==> src/rtl/encoder_pkg.sv <==
// Shared types for the rotary-encoder value controller: event codes and press FSM states.
package encoder_pkg;

   typedef enum logic [1:0] {
      EVT_CW    = 2'd0,
      EVT_CCW   = 2'd1,
      EVT_SHORT = 2'd2,
      EVT_LONG  = 2'd3
   } evt_code_t;

   typedef enum logic [1:0] {
      IDLE    = 2'd0,
      PRESSED = 2'd1,
      HELD    = 2'd2
   } press_state_t;

   // Event code for a detent in the given direction.
   function automatic logic [1:0] rot_code(input logic cw);
      return cw ? 2'(EVT_CW) : 2'(EVT_CCW);
   endfunction

endpackage

==> src/rtl/encoder_press_fsm.sv <==
// Push-switch press classifier: measures press duration and emits one-cycle
// short/long strobes (registered, one cycle after the release or terminal count).
module encoder_press_fsm
   import encoder_pkg::*;
#(
   parameter int unsigned LONG_PRESS_CYCLES = 50_000_000
) (
   input  logic clk,
   input  logic reset_n,
   input  logic pressed,
   output logic short_stb,
   output logic long_stb
);

   localparam int unsigned      CNT_W      = $clog2(LONG_PRESS_CYCLES + 1);
   localparam logic [CNT_W-1:0] CNT_LAST   = CNT_W'(LONG_PRESS_CYCLES - 1);
   localparam logic [1:0]       ST_IDLE    = 2'(IDLE);
   localparam logic [1:0]       ST_PRESSED = 2'(PRESSED);
   localparam logic [1:0]       ST_HELD    = 2'(HELD);

   logic [1:0]       state, state_nxt;
   logic [CNT_W-1:0] cnt, cnt_nxt;
   logic             short_nxt, long_nxt;

   always_ff @(posedge clk or negedge reset_n) begin
      if (!reset_n) begin
         state     <= ST_IDLE;
         cnt       <= '0;
         short_stb <= 1'b0;
         long_stb  <= 1'b0;
      end else begin
         state     <= state_nxt;
         cnt       <= cnt_nxt;
         short_stb <= short_nxt;
         long_stb  <= long_nxt;
      end
   end

   always_comb begin
      state_nxt = state;
      cnt_nxt   = cnt;
      short_nxt = 1'b0;
      long_nxt  = 1'b0;
      case (state)
         ST_IDLE: begin
            if (pressed) begin
               cnt_nxt   = '0;
               state_nxt = ST_PRESSED;
            end
         end
         ST_PRESSED: begin
            if (!pressed) begin
               short_nxt = 1'b1;
               state_nxt = ST_IDLE;
            end else if (cnt == CNT_LAST) begin
               long_nxt  = 1'b1;
               state_nxt = ST_HELD;
            end else begin
               cnt_nxt = cnt + CNT_W'(1);
            end
         end
         ST_HELD: begin
            // Release after a long press is silent.
            if (!pressed) state_nxt = ST_IDLE;
         end
         default: state_nxt = ST_IDLE;
      endcase
   end

endmodule

==> src/rtl/encoder_value_ctrl.sv <==
// Rotary-encoder value controller: saturating parameter value, press classification
// and a one-deep CPU event channel. Define ENC_ACCEL_EN to enable detent acceleration.
module encoder_value_ctrl
   import encoder_pkg::*;
#(
   parameter int unsigned VALUE_W           = 8,
   parameter int unsigned VALUE_MIN         = 0,
   parameter int unsigned VALUE_MAX         = 255,
   parameter int unsigned VALUE_RESET       = 128,
   parameter int unsigned STEP_SLOW         = 1,
   parameter int unsigned STEP_FAST         = 4,
   parameter int unsigned ACCEL_WINDOW      = 1_000_000,
   parameter int unsigned LONG_PRESS_CYCLES = 50_000_000,
   parameter bit          SW_ACTIVE_LOW     = 1'b1
) (
   input  logic               clk,
   input  logic               reset_n,
   input  logic               clockwise,
   input  logic               click,
   input  logic               switch,
   input  logic               load,
   input  logic [VALUE_W-1:0] load_value,
   output logic [VALUE_W-1:0] value,
   output logic               evt_valid,
   input  logic               evt_ready,
   output logic [1:0]         evt_code,
   output logic               evt_overrun,
   input  logic               overrun_clr
);

   localparam int unsigned        EW       = VALUE_W + 1;
   localparam logic [EW-1:0]      MIN_E    = EW'(VALUE_MIN);
   localparam logic [EW-1:0]      MAX_E    = EW'(VALUE_MAX);
   localparam logic [EW-1:0]      SLOW_E   = EW'(STEP_SLOW);
   localparam logic [EW-1:0]      FAST_E   = EW'(STEP_FAST);
   localparam logic [VALUE_W-1:0] RESET_V  = VALUE_W'(VALUE_RESET);

   logic               click_dly;
   logic               detent_c;
   logic               fast_c;
   logic               pressed_c;
   logic               short_stb, long_stb;
   logic [EW-1:0]      step_c, val_e, ld_e, up_e;
   logic [VALUE_W-1:0] value_nxt;
   logic               evt_valid_nxt, overrun_nxt;
   logic [1:0]         evt_code_nxt;
   logic               rot_new_c, press_new_c, drop_c;

   assign detent_c  = click & ~click_dly;
   assign pressed_c = switch ^ SW_ACTIVE_LOW;

`ifdef ENC_ACCEL_EN
   localparam int unsigned      GAP_W   = $clog2(ACCEL_WINDOW + 1);
   localparam logic [GAP_W-1:0] GAP_MAX = GAP_W'(ACCEL_WINDOW);

   logic [GAP_W-1:0] gap, gap_nxt;
   logic             last_cw;

   // Fast step only for a same-direction detent inside the window.
   always_comb begin
      fast_c  = (gap < GAP_MAX) && (clockwise == last_cw);
      gap_nxt = gap;
      if (load)                 gap_nxt = GAP_MAX;
      else if (detent_c)        gap_nxt = '0;
      else if (gap != GAP_MAX)  gap_nxt = gap + GAP_W'(1);
   end

   always_ff @(posedge clk or negedge reset_n) begin
      if (!reset_n) begin
         gap     <= GAP_MAX;
         last_cw <= 1'b0;
      end else begin
         gap <= gap_nxt;
         if (detent_c && !load) last_cw <= clockwise;
      end
   end
`else
   assign fast_c = 1'b0;
`endif

   encoder_press_fsm #(
      .LONG_PRESS_CYCLES (LONG_PRESS_CYCLES)
   ) u_press (
      .clk       (clk),
      .reset_n   (reset_n),
      .pressed   (pressed_c),
      .short_stb (short_stb),
      .long_stb  (long_stb)
   );

   // Value update; one spare bit keeps the saturation compares overflow-free.
   always_comb begin
      step_c    = fast_c ? FAST_E : SLOW_E;
      val_e     = {1'b0, value};
      ld_e      = {1'b0, load_value};
      up_e      = val_e + step_c;
      value_nxt = value;
      if (load) begin
         if (ld_e > MAX_E)                 value_nxt = VALUE_W'(MAX_E);
         else if ((ld_e + EW'(1)) <= MIN_E) value_nxt = VALUE_W'(MIN_E);
         else                              value_nxt = load_value;
      end else if (detent_c) begin
         if (clockwise) value_nxt = (up_e > MAX_E) ? VALUE_W'(MAX_E) : VALUE_W'(up_e);
         else           value_nxt = (val_e >= (MIN_E + step_c)) ? VALUE_W'(val_e - step_c)
                                                                 : VALUE_W'(MIN_E);
      end
   end

   // One-deep event slot; rotation wins over a coincident press.
   always_comb begin
      rot_new_c     = detent_c & ~load;
      press_new_c   = short_stb | long_stb;
      evt_valid_nxt = evt_valid;
      evt_code_nxt  = evt_code;
      overrun_nxt   = evt_overrun;
      drop_c        = 1'b0;
      if (rot_new_c || press_new_c) begin
         if (!evt_valid || evt_ready) begin
            evt_valid_nxt = 1'b1;
            if (rot_new_c)     evt_code_nxt = rot_code(clockwise);
            else if (long_stb) evt_code_nxt = 2'(EVT_LONG);
            else               evt_code_nxt = 2'(EVT_SHORT);
         end else begin
            drop_c = 1'b1;
         end
         if (rot_new_c && press_new_c) drop_c = 1'b1;
      end else if (evt_valid && evt_ready) begin
         evt_valid_nxt = 1'b0;
      end
      if (drop_c)           overrun_nxt = 1'b1;
      else if (overrun_clr) overrun_nxt = 1'b0;
   end

   always_ff @(posedge clk or negedge reset_n) begin
      if (!reset_n) begin
         click_dly   <= 1'b1;
         value       <= RESET_V;
         evt_valid   <= 1'b0;
         evt_code    <= 2'(EVT_CW);
         evt_overrun <= 1'b0;
      end else begin
         click_dly   <= click;
         value       <= value_nxt;
         evt_valid   <= evt_valid_nxt;
         evt_code    <= evt_code_nxt;
         evt_overrun <= overrun_nxt;
      end
   end

endmodule
==> config.mk <==
export PLATFORM = sky130hd
export DESIGN_NAME = encoder_value_ctrl
export DESIGN_NICKNAME = d
export VERILOG_FILES = /design/src/rtl/encoder_pkg.sv /design/src/rtl/encoder_press_fsm.sv /design/src/rtl/encoder_value_ctrl.sv
export SDC_FILE = /design/constraint.sdc
export NUM_CORES = 1
export LEC_CHECK = 0
export ABC_AREA = 1
export CORE_UTILIZATION = 50
export DETAILED_ROUTE_END_ITERATION = 6
export PLACE_DENSITY = 0.74
export SLEW_MARGIN = 0
export SYNTH_ARGS = -nofsm -noshare
export SYNTH_HDL_FRONTEND = slang
export SYNTH_HIERARCHICAL = 1
export SYNTH_SLANG_ARGS = --single-unit
==> constraint.sdc <==
create_clock -name clk -period 1.58 [get_ports clk]
set_input_delay 0.237 -clock clk [delete_from_list [all_inputs] [get_ports clk]]
set_output_delay 0.237 -clock clk [all_outputs]
set_load 0.005 [all_outputs]
### After elaboration in Yosys (flattened, before gate mapping)

Index checks and enable logic that the tools add are counted.

* register bits: 43
* input bits: 16
* output and inout bits: 12

* $add $sub $neg: 4
* magnitude comparators: 3
* eq/ne operators: 9
* muxes and demuxes: 31
* bitwise gates (word level): 5
* reduce and logical (&&, ||, !) cells: 14

Operator list (number)
* $mux 26: 3
* $pmux 26 s2: 1
* $mux 8: 6
* $add 26x1->26 const B: 1
* $eq 26x26->1 const B: 1
* $add 8x1->9 const B: 2
* $mux 1: 15
* $mux 2: 5
* $gt 9x8->1 const B: 1
* $le 9x1->1 const B: 1
* $ge 8x1->1 const B: 1
* $ne 2x2->1 const B: 4
* $reduce_bool 2->1: 4
* $sub 8x1->8 const B: 1
* $pmux 2 s3: 1
* $reduce_and 2->1: 2
* $reduce_and 4->1: 1
* $ne 3x2->1 const B: 1
* $reduce_and 3->1: 1
* $and 1x1->1: 2
* $eq 2x1->1 const B: 1
* $eq 2x2->1 const B: 1
* $logic_and 1x1->1: 2
* $logic_not 2->1: 1
* 5 further kinds: 7

### Depth between registers and ports, before layout

Gate-level depths: netlist of run 1.

* depth in word-level cells: 7
* depth in mapped cells: 13
* depth with buffers taken out: 13

### Cells and area by module

The synthesis of run 1 kept the hierarchy.

By module, submodules not included
* encoder_press_fsm: times used 1, cells an instance 323, area an instance 2020.7 um2, sequential area each 750.7 um2
* encoder_value_ctrl: times used 1, cells an instance 157, area an instance 1041.0 um2, sequential area each 327.8 um2

### Worst setup path before layout of run 1

No wires, ideal clock.

* path kind: reg-to-reg
* start: register value[0]
* end: register value[3]
* library setup time: 0.125 ns
* data arrival time: 1.442 ns
* slack: 0.013 ns
* cell stages (with the launch flop): 10
* path through: dfrtp_1 inv_1 ha_1 nand3_2 nor3_2 nand2_1 nand2_1 inv_1 a31oi_1 o21ai_1

* longest elaborated chain between the ends: 6

Ends and longest elaborated chain
* start: declaration: line encoder_value_ctrl.sv:23 `output logic [VALUE_W-1:0] value,`
* start signal: assignment: line encoder_value_ctrl.sv:143 `value <= value_nxt;`
* $add 8x1->9: line encoder_value_ctrl.sv:96 `up_e = val_e + step_c;`
* $gt 9x8->1: line encoder_value_ctrl.sv:103 `if (clockwise) value_nxt = (up_e > MAX_E) ? VALUE_W'(MAX_E) : VALUE_W'(up_e);`
* $mux 8: line encoder_value_ctrl.sv:103
* $mux 8 *: line encoder_value_ctrl.sv:103
* $mux 8 *: line encoder_value_ctrl.sv:102 `end else if (detent_c) begin`
* $mux 8 *: line encoder_value_ctrl.sv:98 `if (load) begin`

Every way passes the cells marked *; elsewhere a longest branch is shown, timed or not. The select of a mux whose other input is x is not followed.
A chain may end at the register's enable or synchronous reset.

### Final worst setup path of run 1

Ends and elaborated chain as after synthesis.

==> flow_summary.toml, run 1 <==
[synthesis]
synth_top_family_by_area = "simple AND/OR/NAND/NOR gates"
yosys.cell_count.top_type = "nand2_1"
synth_seq_cells = 43
syn_avg_cell_area_sq_um = 6.38
async_flop_share_pct = 100
synthCells = 480
yosys.area_share.xor_xnor_pct = 2.57
synth_top_cell_by_area = "dfrtp_1"
ys_top_cells_by_area = "dfrtp_1 (34%), nand2_1 (21%), inv_1 (8.7%)"
synth_edf_count = 0
synth_common_cells = "nand2_1 (169), inv_1 (71), nor2_1 (61)"
netlist_area_sq_um = 3060
muxShareOfSynthArea_pct = 0
ys.flop_type = "dfrtp_1"
yosysWarnings = 6
yosys.area_share.simple_pct = 40.7
synthAdderAreaFrac_pct = 2.04
seq_area_frac_synth_pct = 35.2
yosysTopAreaCellShare_pct = 33.5
synth_fp_nets = 501
synth_compound_area_share_pct = 7.93
ys_types = 34

[setup_path]
worstSetupStartpointType = "flip-flop"
cp.required_ns = 1.77
critPathBufInv = 2
crit_path_max_fanout = 6
cp-end-kind = "flip-flop"
slowest_delay_ns = 0.45
crit_type = "reg -> reg"
cp_data_arrival_time_ns = 1.81
cpMaxStageDelayCell = "dfrtp_2"
cp_cell_sequence = "inv_2, ha_4, nand3_4, nor3_4, nand2_1, nand2_1, inv_2, a31oi_1, o21ai_1"
crit_family = "simple AND/OR/NAND/NOR gates"

[finish]
drive_above_1_share_pct = 27.0
fillers = 457
postLayoutCoreUtil_pct = 71.3
n_antenna_cell = 0
final_nets = 580
synthToLayoutAreaGrowth_pct = 37.8
seq_area_sq_um = 1100
multi_input_area_sq_um = 1860

[route]
num_vias = 3467
viasPerCell = 5.46
drt_iter0_markers = 292
ant_nets = 0
totalWireLength_mm = 9.62
drc = 0
dr.pass1.iters = 5
wl_per_cell_um = 15.2

[sta]
setup_tns_ns = -0.202
fmax_ghz = 0.617
worst_slack_ns = -0.0412
hold_ws_ns = 0.348
rsz0062_at_grt = "true"
hold_viol_final = 0
min_period_ns = 1.62
drv_slew = 0
finClkSkew_ns = 0.00747
fin_crit_sh_pct = 103
finalSetupViolCount = 6
worstMarginPinSlew_ns = 0.315
slew-limit-headroom_pct = 79.0

[clock_network]
cts.clk_slew.worst_paths_ns = 0.09
clkLatencyLatePin_ns = 0.30
cts_tree = "done"
cts.sinks = 43
htreeDepth = 2
clockBufferDepth = 2
cts_made_buffers = 5
root_buffer = "clkbuf_8"

[flow_run]
cap_violations = 0

[global_route]
grt_pass1_wl_mm = 13.7
grt_max_degree = 25
antenna_found_initial = 0
grt_pass1_vias = 3032
grt_overflow = 0
grt_usage_pct = 27.5

[floorplan]
rows = 28
ios = 28
die_width_um = 80.3
die_h_um = 80.3
core_sq_um = 5920
die-area_sq_um = 6440
start_util_pct = 51.7

[placed_design]
place_congestion = 0.936
io_buffer_count = 27
place_ws_ns = -0.0943
dpl.hpwl_mm = 6.21

[pwr]
p_per_area_nw_per_um2 = 652
power_mw = 2.75
ir_drop_mv = 0.419
p_leak_nw = 2.04

[run_status]
violations = "negative setup slack"
status = "finished, violations left"

[min_path]
hold_class = "in -> async"
==> power by group <==
group / switching (mW) / internal (mW) / leakage, nW
clock: 0.404 / 0.471 / 0.0581
combinational: 0.338 / 0.315 / 1.44
sequential: 0.0656 / 1.15 / 0.548
==> cell type report <==
cell class / instances / share of cell area (%)
Multi-Input combinational cell: 353 / 44.1
Clock buffer: 5 / 1.63
Inverter: 74 / 6.94
Timing Repair Buffer: 81 / 17.9
Clock inverter: 3 / 1.04
Timing Repair inverter: 1 / 0.208
Sequential cell: 43 / 26.0
Tap cell: 75 / 2.22
==> placed cells by master (no fill, tap or decap), types with 3 or more instances in the layout <==
cell type        count
nor2_4               6
o21ai_2              6
nor2_2              17
o21ai_0             17
nand2_2             13
a21oi_1              3
buf_4               45
nand4_1              9
dfrtp_2             15
clkbuf_8             5
dlygate4sd2_1        3
dfrtp_1             26
nand3b_1             5
ha_4                 4
o21ai_1             11
inv_1               60
nand2_1            156
nand3_1             33
clkdlybuf4s50_1     23
nor2_1              40
buf_6                3
xor2_1               9
nand3_2              5
buf_12               3
nor3_1               6
inv_2               12
==> kinds of logic after synthesis <==
| family | after synthesis |
|---|---|
| flops | 43 |
| buf+inv | 84 |
| simple gates | 297 |
| xor+xnor | 9 |
| fa+ha+maj | 5 |
| compound gates | 42 |
==> timing repair <==
item | 4_1_cts | 5_1_grt
resized for setup | 16 | 91
endpoints found under the hold margin | 9 | 0
pin swaps | 0 | 19
setup buffers | 2 | 17
hold buffers | 1 | 0
endpoints found under the setup margin | 15 | 37
cloned | 0 | 4
==> path summary, 6_finish.rpt <==
path / from / to / slack (ns) / cells past startpoint
worst max-delay path: value[0]$_DFFE_PN0P_ / value[3]$_DFFE_PN0P_ / -0.04 / 9
worst min-delay path: reset_n / value[5]$_DFFE_PN0P_ / 0.35 / 2
worst max register to register: value[0]$_DFFE_PN0P_ / value[3]$_DFFE_PN0P_ / -0.04 / 9
worst min register to register: evt_code[0]$_DFFE_PN0P_ / evt_code[0]$_DFFE_PN0P_ / 0.50 / 2
max in group asynchronous: reset_n / u_press/cnt[19]$_DFFE_PN0P_ / 0.77 / 3
min in group clk: click / click_dly$_DFF_PN1_ / 0.39 / 1
==> state kept, by name, summed over array words and instances (netlist names) <==
name / count
click_dly: 1
evt_code: 2
evt_overrun: 1
evt_valid: 1
u_press/cnt: 26
u_press/long_stb: 1
u_press/short_stb: 1
u_press/state: 2
value: 8
==> per-stage QoR <==
| step | std cells | instance area (sq um) |
|---|---|---|
| 4_1_cts | 614 | 3780 |
| 3_5_place_dp | 603 | 3620 |
| 2_1_floorplan | 480 | 3060 |
| 3_3_place_gp | 603 | 3620 |
| 5_1_grt | 635 | 4220 |
| 6_report | 635 | 4220 |
==> per-layer routing <==
metal	routed length, um	track usage, %
met1	3940	34.9
met2	4790	46.7
met3	701	4.55
met4	189	10.5
met5	0	0
Power figures use the tool's default switching activity.
==> inputs of run 2 (changes only) <==
CORE_UTILIZATION = 52   (was 50)
CTS_BUF_LIST = sky130_fd_sc_hd__clkbuf_16   (was default)
PLACE_DENSITY = 0.76   (was 0.74)
==> flow_summary.toml, run 2 (synthesis gave the netlist of run 1 again) <==
[global_route]
antenna_found_initial = 0
grt_max_degree = 27
grt_pass1_vias = 2979
grt_overflow = 0
grt_usage_pct = 28.3
grt_pass1_wl_mm = 13.7

[finish]
postLayoutCoreUtil_pct = 74.9
layout_commonest_cell = "nand2_1"
instances_no_fill = 621
reg_top3 = "u_press/cnt (26), value (8)"
largest_reg_flops = 26
drive_above_1_share_pct = 24.4
synthToLayoutAreaGrowth_pct = 36.4
final_nets = 569
regMostFlops = "u_press/cnt"
final_cell_mix = "nand2_1 (163), inv_1 (58), nor2_1 (42)"
n_antenna_cell = 0

[route]
num_vias = 3445
viasPerCell = 5.55
drc = 0
wl_per_cell_um = 15.1
drt_iter0_markers = 295
ant_nets = 0
totalWireLength_mm = 9.38
dr.pass1.iters = 6

[sta]
finClkSkew_ns = 0.00870
rsz0062_at_grt = "true"
worst_slack_ns = -0.148
drv_slew = 0
min_period_ns = 1.73
fin_crit_sh_pct = 109
hold_viol_final = 0
worstMarginPinSlew_ns = 0.448
slew-limit-headroom_pct = 70.2
fmax_ghz = 0.579
finalSetupViolCount = 15

[setup_path]
crit_path_max_fanout = 4
worstSetupStartpointType = "flip-flop"
crit_type = "reg -> reg"
cp.required_ns = 1.79
cp-end-kind = "flip-flop"
cp_data_arrival_time_ns = 1.94

[clock_network]
cts.clk_slew.worst_paths_ns = 0.07
cts_made_buffers = 5
clkLatencyLatePin_ns = 0.29
cts_tree = "done"
root_buffer = "clkbuf_16"
htreeDepth = 2
clockBufferDepth = 2
cts.sinks = 43

[flow_run]
cap_violations = 0

[pwr]
combPwrFrac_pct = 22.7
power_frac_seq_pct = 41.5
sw_frac_of_total_pct = 30.1
internal-power_mw = 2.06
p_switching_mw = 0.887
p_per_area_nw_per_um2 = 706
ir_drop_mv = 0.500
power_mw = 2.95
p_leak_nw = 2.03
p_clk_share_pct = 35.8

[placed_design]
dpl.hpwl_mm = 6.17
place_ws_ns = -0.0986
dp.cells = 597
place_congestion = 0.916
io_buffer_count = 27

[run_status]
violations = "negative setup slack"
status = "finished, violations left"

[min_path]
hold_class = "in -> reg"

[floorplan]
ios = 28
die-area_sq_um = 6200
rows = 27
core_sq_um = 5570
die_h_um = 78.7
start_util_pct = 54.9
die_width_um = 78.7
[run 2: changes by cell type in the layout (fill, tap and decap cells not counted), sizes merged, moves of 2 or more]
| cell | previous run | this run |
|---|---|---|
| clkinvlp | 0 | 2 |
| buf | 52 | 42 |
| clkinv | 3 | 0 |
| dlymetal6s2s | 0 | 2 |
| dlygate4sd2 | 3 | 1 |
[run 2: power by group through the flow]
stage	Combinational (mW)	Sequential (mW)	Clock, mW
2_1_floorplan	0.264	1.22	0
3_3_place_gp	0.516	1.23	0
3_5_place_dp	0.524	1.23	0
4_1_cts	0.565	1.21	1.08
5_1_grt	0.722	1.23	1.11
6_report	0.670	1.23	1.05
[run 2: timing repair]
action	4_1_cts	5_1_grt
buffers inserted	3	9
hold buffers	1	0
endpoints found under the setup margin	12	37
resized for setup	21	76
hold endpoints to repair	17	0
gates cloned	0	3
pin swaps	5	16
[run 2: final timing paths]
| kind | start | endpoint | slack (ns) | depth (start not counted) |
|---|---|---|---|---|
| max in group asynchronous | reset_n | value[7]$_DFFE_PN1P_ | 0.59 | 3 |
| setup / recovery | value[0]$_DFFE_PN0P_ | value[1]$_DFFE_PN0P_ | -0.15 | 14 |
| setup reg to reg | value[0]$_DFFE_PN0P_ | value[1]$_DFFE_PN0P_ | -0.15 | 14 |
| hold / removal | click | click_dly$_DFF_PN1_ | 0.39 | 1 |
| min in group asynchronous | reset_n | value[5]$_DFFE_PN0P_ | 0.42 | 2 |
| hold reg to reg | evt_code[1]$_DFFE_PN0P_ | evt_code[1]$_DFFE_PN0P_ | 0.49 | 2 |
[run 2: layout make-up]
class	count	area, sq um
Clock inverter	3	23.8
Clock buffer	5	125
Fill cell	407	1400
Inverter	74	285
Timing Repair Buffer	71	688
Multi-Input combinational cell	353	1870
Tap cell	72	90.1
Sequential cell	43	1090
[run 2: critical path, stage by stage, from the launching register on]
cell and delay [ns]:
dfrtp_2 0.41, inv_2 0.07, buf_6 0.14, ha_4 0.15
inv_2 0.04, nand4_1 0.10, inv_1 0.11, nand3_2 0.07
nor2_1 0.09, nand2_1 0.08, nand3_1 0.10, nand2_1 0.07
nand2_1 0.07, nand2_1 0.05, nand2_1 0.08
[run 2: per-layer routing]
layer | track usage, % | vias to the layer above | part of all wire [%]
li1 | - | 1630 | -
met1 | 36.5 | 1598 | 42
met2 | 49.0 | 170 | 48
met3 | 3.91 | 47 | 6.6
met4 | 8.33 | 0 | 3.6
met5 | 0 | - | 0
[run 2: stage by stage]
| stage | hold WS [ns] | TNS [ns] | area, sq um |
|---|---|---|---|
| 2_1_floorplan | -0.0586 | 0 | 3060 |
| 3_3_place_gp | 0.205 | -0.0488 | 3580 |
| 3_5_place_dp | 0.203 | -0.336 | 3580 |
| 4_1_cts | 0.382 | -0.0337 | 3820 |
| 5_1_grt | 0.384 | -2.12 | 4180 |
| 6_report | 0.391 | -0.486 | 4180 |
